--- src/rtl/uart_rx_nbyte.sv ---
// uart_rx_nbyte: receiver for the N-byte UART burst format, fixed at 2 clocks per bit.
//
// Line format: MSB first, 2 cycles per data bit, 2-cycle high stop bit.
// The first byte of a burst is preceded by 3 low cycles (wake + start) and
// every following byte by 2 low cycles. Burst length is bytes_to_rx+1.
//
// Ports:
//   clock           in   single clock, posedge
//   reset_n         in   synchronous active-low reset
//   serial_data_in  in   serial line, idle high, synchronous to clock
//   bytes_to_rx     in   [9:0] burst length minus one, latched at start detection
//   rx_data_byte    out  [7:0] last received byte, held until the next one
//   rx_data_valid   out  one-cycle pulse, rx_data_byte is new
//   rx_burst_done   out  one-cycle pulse together with the final byte's valid
//   rx_busy         out  high from start detection until end of burst or abort
//   rx_frame_err    out  one-cycle pulse on a low stop sample
//                        (present only when UART_RX_FRAME_ERR_EN is defined)
//
// Optional feature macro: UART_RX_FRAME_ERR_EN enables stop-bit checking and
// the rx_frame_err port; without it the stop bit is not checked.

module uart_rx_nbyte (
    input  logic       clock,
    input  logic       reset_n,
    input  logic       serial_data_in,
    input  logic [9:0] bytes_to_rx,
    output logic [7:0] rx_data_byte,
    output logic       rx_data_valid,
    output logic       rx_burst_done,
    output logic       rx_busy
`ifdef UART_RX_FRAME_ERR_EN
    ,
    output logic       rx_frame_err
`endif
);

    localparam int unsigned CNT_W  = 11;
    localparam int unsigned BYTE_W = 8;
    localparam int unsigned BIT_W  = 3;

    typedef enum logic [2:0] {
        IDLE,
        WAKE,
        START,
        DATA,
        STOP,
        GAP
    } state_t;

    state_t              state, state_d;
    logic                armed, armed_d;
    logic                wake_two, wake_two_d;
    logic                half, half_d;
    logic [BIT_W-1:0]    bit_idx, bit_idx_d;
    logic [BYTE_W-1:0]   shreg, shreg_d;
    logic [CNT_W-1:0]    n_bytes, n_bytes_d;
    logic [CNT_W-1:0]    rx_count, rx_count_d;
    logic [BYTE_W-1:0]   byte_d;
    logic                valid_d;
    logic                done_d;
    logic                busy_d;
    logic                last_byte_c;
`ifdef UART_RX_FRAME_ERR_EN
    logic                ferr_d;
`endif

    assign last_byte_c = ((rx_count + CNT_W'(1)) == n_bytes);

    // State and datapath registers
    always_ff @(posedge clock) begin
        if (!reset_n) begin
            state         <= IDLE;
            armed         <= 1'b0;
            wake_two      <= 1'b0;
            half          <= 1'b0;
            bit_idx       <= '0;
            shreg         <= '0;
            n_bytes       <= '0;
            rx_count      <= '0;
            rx_data_byte  <= '0;
            rx_data_valid <= 1'b0;
            rx_burst_done <= 1'b0;
            rx_busy       <= 1'b0;
`ifdef UART_RX_FRAME_ERR_EN
            rx_frame_err  <= 1'b0;
`endif
        end else begin
            state         <= state_d;
            armed         <= armed_d;
            wake_two      <= wake_two_d;
            half          <= half_d;
            bit_idx       <= bit_idx_d;
            shreg         <= shreg_d;
            n_bytes       <= n_bytes_d;
            rx_count      <= rx_count_d;
            rx_data_byte  <= byte_d;
            rx_data_valid <= valid_d;
            rx_burst_done <= done_d;
            rx_busy       <= busy_d;
`ifdef UART_RX_FRAME_ERR_EN
            rx_frame_err  <= ferr_d;
`endif
        end
    end

    // Next-state and next-output logic
    always_comb begin
        state_d    = state;
        armed_d    = armed;
        wake_two_d = wake_two;
        half_d     = half;
        bit_idx_d  = bit_idx;
        shreg_d    = shreg;
        n_bytes_d  = n_bytes;
        rx_count_d = rx_count;
        byte_d     = rx_data_byte;
        valid_d    = 1'b0;
        done_d     = 1'b0;
        busy_d     = rx_busy;
`ifdef UART_RX_FRAME_ERR_EN
        ferr_d     = 1'b0;
`endif

        case (state)
            IDLE: begin
                // A start is only accepted after the line has been seen high.
                if (serial_data_in) begin
                    armed_d = 1'b1;
                end else if (armed) begin
                    state_d    = WAKE;
                    armed_d    = 1'b0;
                    wake_two_d = 1'b1;
                    n_bytes_d  = CNT_W'(bytes_to_rx) + CNT_W'(1);
                    rx_count_d = '0;
                    busy_d     = 1'b1;
                end
            end

            // First byte needs two more low samples, later bytes need one.
            WAKE: begin
                if (serial_data_in) begin
                    state_d = IDLE;
                    busy_d  = 1'b0;
                end else if (wake_two) begin
                    wake_two_d = 1'b0;
                end else begin
                    state_d = START;
                end
            end

            // One unsampled cycle so data is taken mid-bit.
            START: begin
                state_d   = DATA;
                half_d    = 1'b0;
                bit_idx_d = '0;
            end

            // Sample on every other edge, MSB first.
            DATA: begin
                half_d = ~half;
                if (!half) begin
                    shreg_d = {shreg[BYTE_W-2:0], serial_data_in};
                    if (bit_idx == BIT_W'(7)) begin
                        state_d = STOP;
                    end else begin
                        bit_idx_d = bit_idx + BIT_W'(1);
                    end
                end
            end

            // Stop check falls two edges after the last data sample.
            STOP: begin
                if (half) begin
                    half_d = 1'b0;
                end else begin
`ifdef UART_RX_FRAME_ERR_EN
                    if (!serial_data_in) begin
                        ferr_d  = 1'b1;
                        state_d = IDLE;
                        busy_d  = 1'b0;
                    end else
`endif
                    begin
                        byte_d     = shreg;
                        valid_d    = 1'b1;
                        rx_count_d = rx_count + CNT_W'(1);
                        if (last_byte_c) begin
                            done_d  = 1'b1;
                            busy_d  = 1'b0;
                            state_d = IDLE;
                        end else begin
                            state_d = GAP;
                        end
                    end
                end
            end

            GAP: begin
                if (!serial_data_in) begin
                    state_d    = WAKE;
                    wake_two_d = 1'b0;
                end
            end

            default: begin
                state_d = IDLE;
                busy_d  = 1'b0;
            end
        endcase
    end

endmodule

--- config.mk ---
export PLATFORM = sky130hd
export DESIGN_NAME = uart_rx_nbyte
export DESIGN_NICKNAME = d
export VERILOG_FILES = /design/src/rtl/uart_rx_nbyte.sv
export SDC_FILE = /design/constraint.sdc
export NUM_CORES = 1
export LEC_CHECK = 0
export CORE_AREA = 10 10 85 87
export CTS_CLUSTER_DIAMETER = 150
export DETAILED_ROUTE_END_ITERATION = 8
export DIE_AREA = 0 0 95 97
export PLACE_DENSITY = 0.71
export SLEW_MARGIN = 20
export SYNTH_ARGS = -nofsm -noshare
export SYNTH_HDL_FRONTEND = slang
export SYNTH_SLANG_ARGS = --single-unit
--- constraint.sdc ---
create_clock -name clock -period 2.15 [get_ports clock]
set_input_delay 0.5375 -clock clock [delete_from_list [all_inputs] [get_ports clock]]
set_output_delay 0.5375 -clock clock [all_outputs]
set_load 0.05 [all_outputs]
==> impl_metrics.yaml <==
synth:
  synthFlopType: "dfxtp_1"
  syn_area_mm2: 0.00268
  synth.area.top_cells: "dfxtp_1, nand2_1, a21boi_0"
  ys_seq_area_share_pct: 37.3
  yosysWarnings: 0
  synth_edf_count: 0
  synth_top_area_cell: "dfxtp_1"
  synthArstFlopShare_pct: 0
  yosys.area.top_type_share_pct: 37.3
  ys_types: 54
  synth_seq_cells: 50
  syn_nets: 341
  syn_inst: 324
  syn_avg_cell_area_um2: 8.28
power:
  p_int_w: 0.00146
  leakage_nw: 1.16
  powerDensity_mw_per_mm2: 665
  switching_power_w: 0.000647
  pwr-share-clk_pct: 27.5
  seq_power_share_pct: 50.0
  p_sw_share_pct: 30.7
  total_power_w: 0.00211
  irDropWorstVdd_mv: 0.396
  combPwrFrac_pct: 22.5
critical_path:
  cp-end-kind: "output port"
  slowest_stage: "clkdlybuf4s50_1"
  cp_max_fo: 4
  reg2regPathDepth: 8
  r2r_end: "state[0]"
  worst-path-buf-inv: 1
  worstPathRequired_ns: 1.61
  critical_path_class: "flip-flop to output port"
  cp_top_family: "buffers and inverters"
  r2r-start: "rx_count[0]"
  slowest_delay_ns: 0.83
  cp_cell_sequence: "clkdlybuf4s50_1"
  critPathLaunchType: "flip-flop"
  arrival_ns: 1.51
  ff2ff_setup_slack_ns: 0.13
detailed_routing:
  vias: 2263
  drtAntennaViolNets: 0
  wl_per_cell_um: 12.8
  routed_wirelength_mm: 5.44
  vias_per_cell: 5.32
  drtIter0Drc: 105
  dr.pass1.iters: 5
  remaining_drc_errors: 0
outcome:
  status: "complete, no violations"
finish:
  drive_above_1_share_pct: 12.2
  mostFrequentLayoutCells: "nand2_1, dfxtp_1, clkdlybuf4s50_1, o21ai_0, a21boi_0"
  utilization_pct: 57.8
  diodes: 0
  nNetsFinal: 369
  area_growth_pct: 18.0
  final_common_cell: "nand2_1"
clock_network:
  cts_tree: "built"
  root_buffer: "clkbuf_8"
  clock_sinks: 50
  cts_buffers: 5
  postCtsSetupRepairBufs: 0
  path_clk_slew_ns: 0.10
  cts.path.max_buffers: 2
  insertion_delay_ns: 0.31
  htree_levels: 2
grt:
  antenna_found_initial: 0
  grt_max_degree: 23
  overflow: 0
  grt_first_pass_wirelength_mm: 9.75
  grt.total_usage_pct: 12.5
  first_global_vias: 2144
worst_hold_path:
  hold_class: "flip-flop to flip-flop"
  min_from: "rx_data_byte[3]"
  hold-path-cell-count: 2
  whs_endpoint: "rx_data_byte[3]"
timing:
  timing.final.crit_share_pct: 95.0
  final.setup_skew_ns: 0.0163
  slew_headroom_pct: 63.8
  maxSlewViolCount: 0
  grt_setup_unrepaired: "false"
  tns_ns: 0
  finalHoldViolations: 0
  fmax_mhz: 490
  timing_worst_slew_pin_value_ns: 0.543
  fin_crit_ns: 2.04
  setup_viol: 0
placement:
  globalplace.congestion: 0.863
  dp_hpwl_mm: 4.15
  portBuffers: 23
die:
  fp-row-count: 27
  die_h_um: 97
  die_w_um: 95
  ios: 24
  initial_core_util_pct: 49.0
  coreArea_mm2: 0.00547
  dieArea_mm2: 0.00922
run:
  maxCapViolCount: 0
## power by group through the flow
| stage | combinational, W | sequential [W] | clock [W] |
|---|---|---|---|
| after CTS | 0.000476 | 0.00105 | 0.000598 |
| after global placement | 0.000464 | 0.00107 | 0 |
| after floorplan | 0.000345 | 0.00105 | 0 |
| after global routing | 0.000525 | 0.00107 | 0.000643 |
| final | 0.000474 | 0.00105 | 0.000579 |
| after detailed placement | 0.000473 | 0.00107 | 0 |
## synth_stat cells (2+ instances only)
master	number
nand2_1	73
nor3_2	2
ha_1	4
xnor2_1	16
nor3_1	5
or3_1	2
a31oi_1	2
inv_1	4
and2_1	2
dfxtp_1	50
nand3_4	2
clkbuf_1	14
nand3b_1	2
nand4_1	5
o211a_1	9
o21a_1	2
a21oi_1	4
a21o_1	2
a21boi_0	20
nor2b_1	8
xor2_1	5
mux2i_1	5
buf_4	3
buf_6	3
nor2_1	12
o21ai_0	22
nand3_1	12
and3_1	3
nand2b_1	4
o211ai_1	3
## cell families after synthesis
family,synth area share [%]
AND/OR/NAND/NOR,25.7
AO/OA/AOI/OAI,20.9
flip-flops,37.3
buffers and inverters,5.09
XOR/XNOR,6.86
multiplexers,2.29
adder cells (fa/ha/maj),1.87
## layer usage
metal | vias to the layer above | GRT usage, % | part of all wire, %
met5 | - | 0 | 0
met3 | 7 | 3.16 | 4.2
met1 | 1029 | 16.7 | 49
li1 | 1188 | - | -
met2 | 39 | 18.4 | 45
met4 | 0 | 5.26 | 1.4
## sequential cells by signal, indices dropped and copies added, names as in the netlist, 3 cells and up
signal	cells
n_bytes	11
rx_count	11
rx_data_byte	8
shreg	8
bit_idx	3
state	3
## what timing repair did
action / CTS / global route
endpoints found under the setup margin: 0 / 3
hold buffers: 0 / 0
resized for setup: 0 / 8
endpoints found under the hold margin: 0 / 0
## how the worst max path moves through the flow
| stage | start | endpoint | cells past startpoint |
|---|---|---|---|
| 2_1_floorplan | rx_count[0] | state[0] | 7 |
| 5_1_grt | rx_count[0] | state[0] | 8 |
| 3_3_place_gp | serial_data_in | state[1] | 7 |
| 4_1_cts | rx_count[0] | state[0] | 6 |
| 6_report | rx_busy | rx_busy | 1 |
| 3_5_place_dp | serial_data_in | rx_count[8] | 8 |
## final cells by class
cell class                 instances  area, um2
tap                               72       90.1
clock buffer                       5       68.8
timing repair buffer              43        393
sequential                        50       1010
clock inverter                     3       26.3
inverter                           5       18.8
multi-input combinational        247       1560
fill                             501       2310
## stage by stage
stage / instances / setup slack [ns] / hold WS [ns] / cell area, um2
floorplan: 324 / 0.0613 / 0.441 / 2680
global route: 425 / 0.00687 / 0.495 / 3160
CTS: 425 / 0.00849 / 0.471 / 3140
global placement: 417 / -0.0780 / 0.448 / 3050
detailed placement: 417 / -0.126 / 0.457 / 3050
finish: 425 / 0.107 / 0.467 / 3160
No activity file was read; power rests on OpenSTA's default activity.
